[config.mk]
export PLATFORM = sky130hd
export DESIGN_NAME = alu_wide_sequencer
export DESIGN_NICKNAME = d
export VERILOG_FILES = /design/src/rtl/alu_wide_sequencer.sv
export SDC_FILE = /design/constraint.sdc
export NUM_CORES = 1
export LEC_CHECK = 0
export ABC_AREA = 1
export CORE_MARGIN = 3
export CORE_UTILIZATION = 41
export CTS_CLUSTER_SIZE = 10
export DETAILED_ROUTE_END_ITERATION = 16
export HOLD_SLACK_MARGIN = 0.06
export PLACE_DENSITY = 0.74
export SYNTH_ARGS = -nofsm -noshare
export SYNTH_HDL_FRONTEND = slang
export SYNTH_SLANG_ARGS = --single-unit
[constraint.sdc]
create_clock -name clk -period 3.4 [get_ports clk]
set_input_delay 1.02 -clock clk [delete_from_list [all_inputs] [get_ports clk]]
set_output_delay 1.02 -clock clk [all_outputs]
set_load 0.02 [all_outputs]
[src/rtl/alu_wide_sequencer.sv]
// Wide-operand sequencer: runs NUM_WORDS x 32-bit integer ops on the shared
// 32-bit combinational ALU one word per cycle, least-significant word first.
// Carry/borrow is chained through ADC/SBC. The result and a combined
// {N,Z,C,V} status are returned over a valid/ready handshake.
//
// Ports:
//   clk, rst                 clock, async active-low reset
//   req_valid/req_ready      request handshake; req_op/req_a/req_b payload
//   flush                    synchronous abort of any op in flight
//   resp_valid/resp_ready    response handshake; res_data/res_status/res_write
//   alu_val1/alu_val2        ALU operands for the current word
//   alu_exe_cmd/alu_carry_in ALU command and chained carry/borrow
//   alu_result/alu_status    ALU result and {N,Z,C,V}, same cycle
module alu_wide_sequencer #(
    parameter int unsigned NUM_WORDS = 2
) (
    input  logic                      clk,
    input  logic                      rst,
    input  logic                      req_valid,
    output logic                      req_ready,
    input  logic [2:0]                req_op,
    input  logic [32*NUM_WORDS-1:0]   req_a,
    input  logic [32*NUM_WORDS-1:0]   req_b,
    input  logic                      flush,
    output logic                      resp_valid,
    input  logic                      resp_ready,
    output logic [32*NUM_WORDS-1:0]   res_data,
    output logic [3:0]                res_status,
    output logic                      res_write,
    output logic [31:0]               alu_val1,
    output logic [31:0]               alu_val2,
    output logic [3:0]                alu_exe_cmd,
    output logic                      alu_carry_in,
    input  logic [31:0]               alu_result,
    input  logic [3:0]                alu_status
);

    localparam int unsigned W     = 32 * NUM_WORDS;
    localparam int unsigned IDX_W = (NUM_WORDS > 1) ? $clog2(NUM_WORDS) : 1;
    localparam logic [IDX_W-1:0] LAST_IDX = IDX_W'(NUM_WORDS - 1);

    localparam logic [2:0] OP_MOV = 3'b000;
    localparam logic [2:0] OP_MVN = 3'b001;
    localparam logic [2:0] OP_ADD = 3'b010;
    localparam logic [2:0] OP_SUB = 3'b011;
    localparam logic [2:0] OP_AND = 3'b100;
    localparam logic [2:0] OP_ORR = 3'b101;
    localparam logic [2:0] OP_EOR = 3'b110;
    localparam logic [2:0] OP_CMP = 3'b111;

    localparam logic [3:0] CMD_IDLE = 4'b0000;
    localparam logic [3:0] CMD_MOV  = 4'b0001;
    localparam logic [3:0] CMD_ADD  = 4'b0010;
    localparam logic [3:0] CMD_ADC  = 4'b0011;
    localparam logic [3:0] CMD_SUB  = 4'b0100;
    localparam logic [3:0] CMD_SBC  = 4'b0101;
    localparam logic [3:0] CMD_AND  = 4'b0110;
    localparam logic [3:0] CMD_ORR  = 4'b0111;
    localparam logic [3:0] CMD_EOR  = 4'b1000;
    localparam logic [3:0] CMD_MVN  = 4'b1001;

    typedef enum logic [1:0] {
        S_IDLE = 2'd0,
        S_EXEC = 2'd1,
        S_DONE = 2'd2
    } state_e;

    state_e             state_q, state_d;
    logic [IDX_W-1:0]   idx_q, idx_d;
    logic               carry_q, carry_d;
    logic               z_acc_q, z_acc_d;
    logic [2:0]         op_q, op_d;
    logic [W-1:0]       a_q, a_d;
    logic [W-1:0]       b_q, b_d;
    logic [W-1:0]       res_data_q, res_data_d;
    logic [3:0]         res_status_q, res_status_d;
    logic               res_write_q, res_write_d;

    logic               first_word;

    assign first_word = (idx_q == '0);

    // Handshake flags decode straight from the state register.
    assign req_ready  = (state_q == S_IDLE);
    assign resp_valid = (state_q == S_DONE);
    assign res_data   = res_data_q;
    assign res_status = res_status_q;
    assign res_write  = res_write_q;

    // State and datapath registers.
    always_ff @(posedge clk or negedge rst) begin
        if (!rst) begin
            state_q      <= S_IDLE;
            idx_q        <= '0;
            carry_q      <= 1'b0;
            z_acc_q      <= 1'b0;
            op_q         <= OP_MOV;
            a_q          <= '0;
            b_q          <= '0;
            res_data_q   <= '0;
            res_status_q <= 4'b0000;
            res_write_q  <= 1'b0;
        end else begin
            state_q      <= state_d;
            idx_q        <= idx_d;
            carry_q      <= carry_d;
            z_acc_q      <= z_acc_d;
            op_q         <= op_d;
            a_q          <= a_d;
            b_q          <= b_d;
            res_data_q   <= res_data_d;
            res_status_q <= res_status_d;
            res_write_q  <= res_write_d;
        end
    end

    // Next-state, datapath update and ALU drive.
    always_comb begin
        state_d      = state_q;
        idx_d        = idx_q;
        carry_d      = carry_q;
        z_acc_d      = z_acc_q;
        op_d         = op_q;
        a_d          = a_q;
        b_d          = b_q;
        res_data_d   = res_data_q;
        res_status_d = res_status_q;
        res_write_d  = res_write_q;
        alu_val1     = 32'd0;
        alu_val2     = 32'd0;
        alu_exe_cmd  = CMD_IDLE;
        alu_carry_in = 1'b0;

        unique case (state_q)
            S_IDLE: begin
                if (req_valid && !flush) begin
                    op_d    = req_op;
                    a_d     = req_a;
                    b_d     = req_b;
                    idx_d   = '0;
                    carry_d = 1'b0;
                    z_acc_d = 1'b1;
                    state_d = S_EXEC;
                end
            end

            S_EXEC: begin
                alu_val1     = a_q[{idx_q, 5'b00000} +: 32];
                alu_val2     = b_q[{idx_q, 5'b00000} +: 32];
                alu_carry_in = first_word ? 1'b0 : carry_q;
                unique case (op_q)
                    OP_MOV:         alu_exe_cmd = CMD_MOV;
                    OP_MVN:         alu_exe_cmd = CMD_MVN;
                    OP_ADD:         alu_exe_cmd = first_word ? CMD_ADD : CMD_ADC;
                    OP_SUB, OP_CMP: alu_exe_cmd = first_word ? CMD_SUB : CMD_SBC;
                    OP_AND:         alu_exe_cmd = CMD_AND;
                    OP_ORR:         alu_exe_cmd = CMD_ORR;
                    OP_EOR:         alu_exe_cmd = CMD_EOR;
                    default:        alu_exe_cmd = CMD_IDLE;
                endcase

                if (flush) begin
                    // Abort leaves result registers untouched; no response.
                    idx_d   = '0;
                    state_d = S_IDLE;
                end else begin
                    res_data_d[{idx_q, 5'b00000} +: 32] = alu_result;
                    carry_d = alu_status[1];
                    z_acc_d = z_acc_q & alu_status[2];
                    idx_d   = idx_q + IDX_W'(1);
                    if (idx_q == LAST_IDX) begin
                        // C and V come from the top word; Z is the running AND.
                        res_status_d = {alu_status[3], z_acc_q & alu_status[2],
                                        alu_status[1], alu_status[0]};
                        res_write_d  = (op_q != OP_CMP);
                        idx_d        = '0;
                        state_d      = S_DONE;
                    end
                end
            end

            S_DONE: begin
                // flush and resp_ready both return to IDLE; no accept this cycle.
                if (flush || resp_ready) begin
                    state_d = S_IDLE;
                end
            end

            default: state_d = S_IDLE;
        endcase
    end

endmodule

==> flow_summary.toml <==
[final_layout]
antennaDiodeCount = 0
nNetsFinal = 1574
fin_cells = 1682
mostFrequentLayoutCells = "nand2_1, clkdlybuf4s50_1, nand3_1"
seq_area_um2 = 5130
multi_input_area_um2 = 3500
area_growth_pct = 44.9
drive_gt1_share_pct = 4.05
fillers = 1891
final_common_cell = "nand2_1"
fin_util_pct = 61.4

[power]
vdd_drop_max_mv = 0.370
p_per_area_nw_per_um2 = 780
p_leak_nw = 6.77
finalPower_mw = 10.2

[timing]
period_share_pct = 96.3
slew_violations = 0
min_period_ps = 3270
final.setup.tns_ps = 0
max_freq_mhz = 305
worstMarginPinSlew_ps = 753
grt_setup_unrepaired = "no"
setup_viol = 0
hold_violations = 0
finalClockSkew_ps = 5.27
slew_headroom_pct = 49.8

[synthesis]
synthCells = 1131
synthSimpleGateAreaFrac_pct = 34.5
ys_seq_elements = 205
synth.distinct_cells = 18
synthMuxAreaShare_pct = 0
synthesis.nets = 1303
synth_top_family_by_area = "simple AND/OR/NAND/NOR gates"
synthAdderAreaFrac_pct = 0
synth.avg_cell_area_um2 = 8.00
ys_warn_count = 0
synth-compound-area-share_pct = 3.83
ys_seq_area_share_pct = 56.7
synthXorXnorAreaFrac_pct = 0
netlist_area_um2 = 9050

[detailed_routing]
drtAntennaViolNets = 0
vias = 8738
via_per_inst = 5.20
finalWirelength_mm = 28.8
wire_per_inst_um = 17.1
drtPass1Iterations = 5
drc_errors = 0
drt-initial-drc-count = 572

[grt]
grt_max_degree = 78
grt_pass1_vias = 8718
grt.overflow.total = 0
antenna_found_initial = 2
grt_use_total_pct = 23.4
grt_pass1_wl_mm = 46.1

[worst_hold_path]
hold_depth = 2
hp-class = "reg2reg"
min_to = "a_q[44]$_DFFE_PN0P_"
min_from = "a_q[44]$_DFFE_PN0P_"

[critical_path]
worstPathArrival_ps = 2250
worstReg2RegEnd = "res_data[3]$_DFFE_PN0P_"
path_class = "reg2out"
path_max_fanout = 11
worstRegToRegCells = 6
crit_path_end_kind = "output port"
rr_startpoint = "state_q[1]$_DFFE_PN0P_"
r2r_setup_slack_ps = 1220
required_ps = 2380
start_kind = "register"

[clocking]
root_buffer = "clkbuf_16"
cts_tree = "built"
insertion_delay_ps = 500
cts.path.max_buffers = 3
cts_hold_buf = 0
h-tree-depth = 1
cts_sinks = 205
cts_made_buffers = 24
path_clk_slew_ps = 60

[placement]
io_buffers = 311
dp_hpwl_mm = 19.4
routabilityCongestion = 0.874
dp.cells = 1651

[die]
start_util_pct = 42.4
io_pins = 312
die_x_um = 155
core_um2 = 21400
die_area_um2 = 23900
rows = 53
die_h_um = 155

[run_status]
status = "finished, final reports clean"

[run]
cap_violations = 0
## critical path: stages (launching register included)
cell and delay (ps):
dfrtp_2 430, inv_2 170, buf_4 210, nand2_1 70, a21oi_1 220, clkdlybuf4s50_1 650
## layer usage
layer,global-route usage [%],wire (um),vias up
met3,5.65,2400,76
met5,0,25,-
met4,9.00,1180,4
met2,37.3,13400,363
met1,31.2,11900,4150
li1,-,-,4145
## cell usage after synthesis
cell type	number	area share (%)
a21oi_1	67	3.7
buf_1	4	0.17
buf_2	50	2.8
buf_4	2	0.17
buf_6	2	0.25
clkbuf_1	28	1.2
dfrtp_1	205	57
inv_1	9	0.37
inv_2	2	0.083
nand2_1	542	22
nand2_2	1	0.069
nand3_1	205	11
nand3b_1	1	0.083
nand4_1	1	0.069
nor2_1	7	0.29
nor2_2	3	0.21
o21ai_0	1	0.055
o22ai_1	1	0.069
## state kept, by name, summed over array words and instances (netlist names)
name and cells:
res_data 64, res_status 4, z_acc_q 1, a_q 64
state_q 2, res_write 1, op_q 3, carry_q 1
idx_q 1, b_q 64
## timing repair
action | in CTS | in global routing
setup endpoints to repair | 1 | 51
buffers inserted | 0 | 0
resized for setup | 1 | 32
## area by class of cell
cell class	instances	share of cell area, %
timing repair buffer	331	26.3
clock buffer	31	4.94
inverter	11	0.334
tap	275	2.62
multi-input combinational	829	26.7
sequential	205	39.1
## cells by family (layout without fill, tap and decap cells)
group | count (synthesis) | after routing
and+or+nand+nor | 760 | 760
DFF | 205 | 205
buffers and inverters | 97 | 373
AOI/OAI and AO/OA | 69 | 69
## worst max path at each step
stage                                      start                        to  slack, ps  cells after the start
after detailed placement  state_q[0]$_DFFE_PN0P_              alu_val1[17]        550                      6
final                          idx_q$_DFFE_PN0P_              alu_val1[15]        130                      5
after floorplan                idx_q$_DFFE_PN0P_              alu_val1[10]        990                      6
after global routing           idx_q$_DFFE_PN0P_               alu_val1[4]         20                      5
after global placement                     flush  res_data[43]$_DFFE_PN0P_        550                      6
after CTS                 state_q[0]$_DFFE_PN0P_               alu_val1[3]        0.3                      6
## through the flow
stage	setup WS, ps	instance area [um2]	hold slack [ps]
finish	126	13100	467
global route	18.4	13100	480
CTS	0.302	13000	471
detailed placement	553	12400	458
global placement	546	12400	452
floorplan	994	9050	442
## power breakdown
part	switching [mW]	internal (mW)	leakage [nW]	total (mW)
clock network	0.930	1.31	0.315	2.24
registers	0.517	3.32	2.55	3.84
logic	2.43	1.73	3.91	4.16
total	3.88	6.36	6.77	10.2
(Power assumes the default switching activity.)
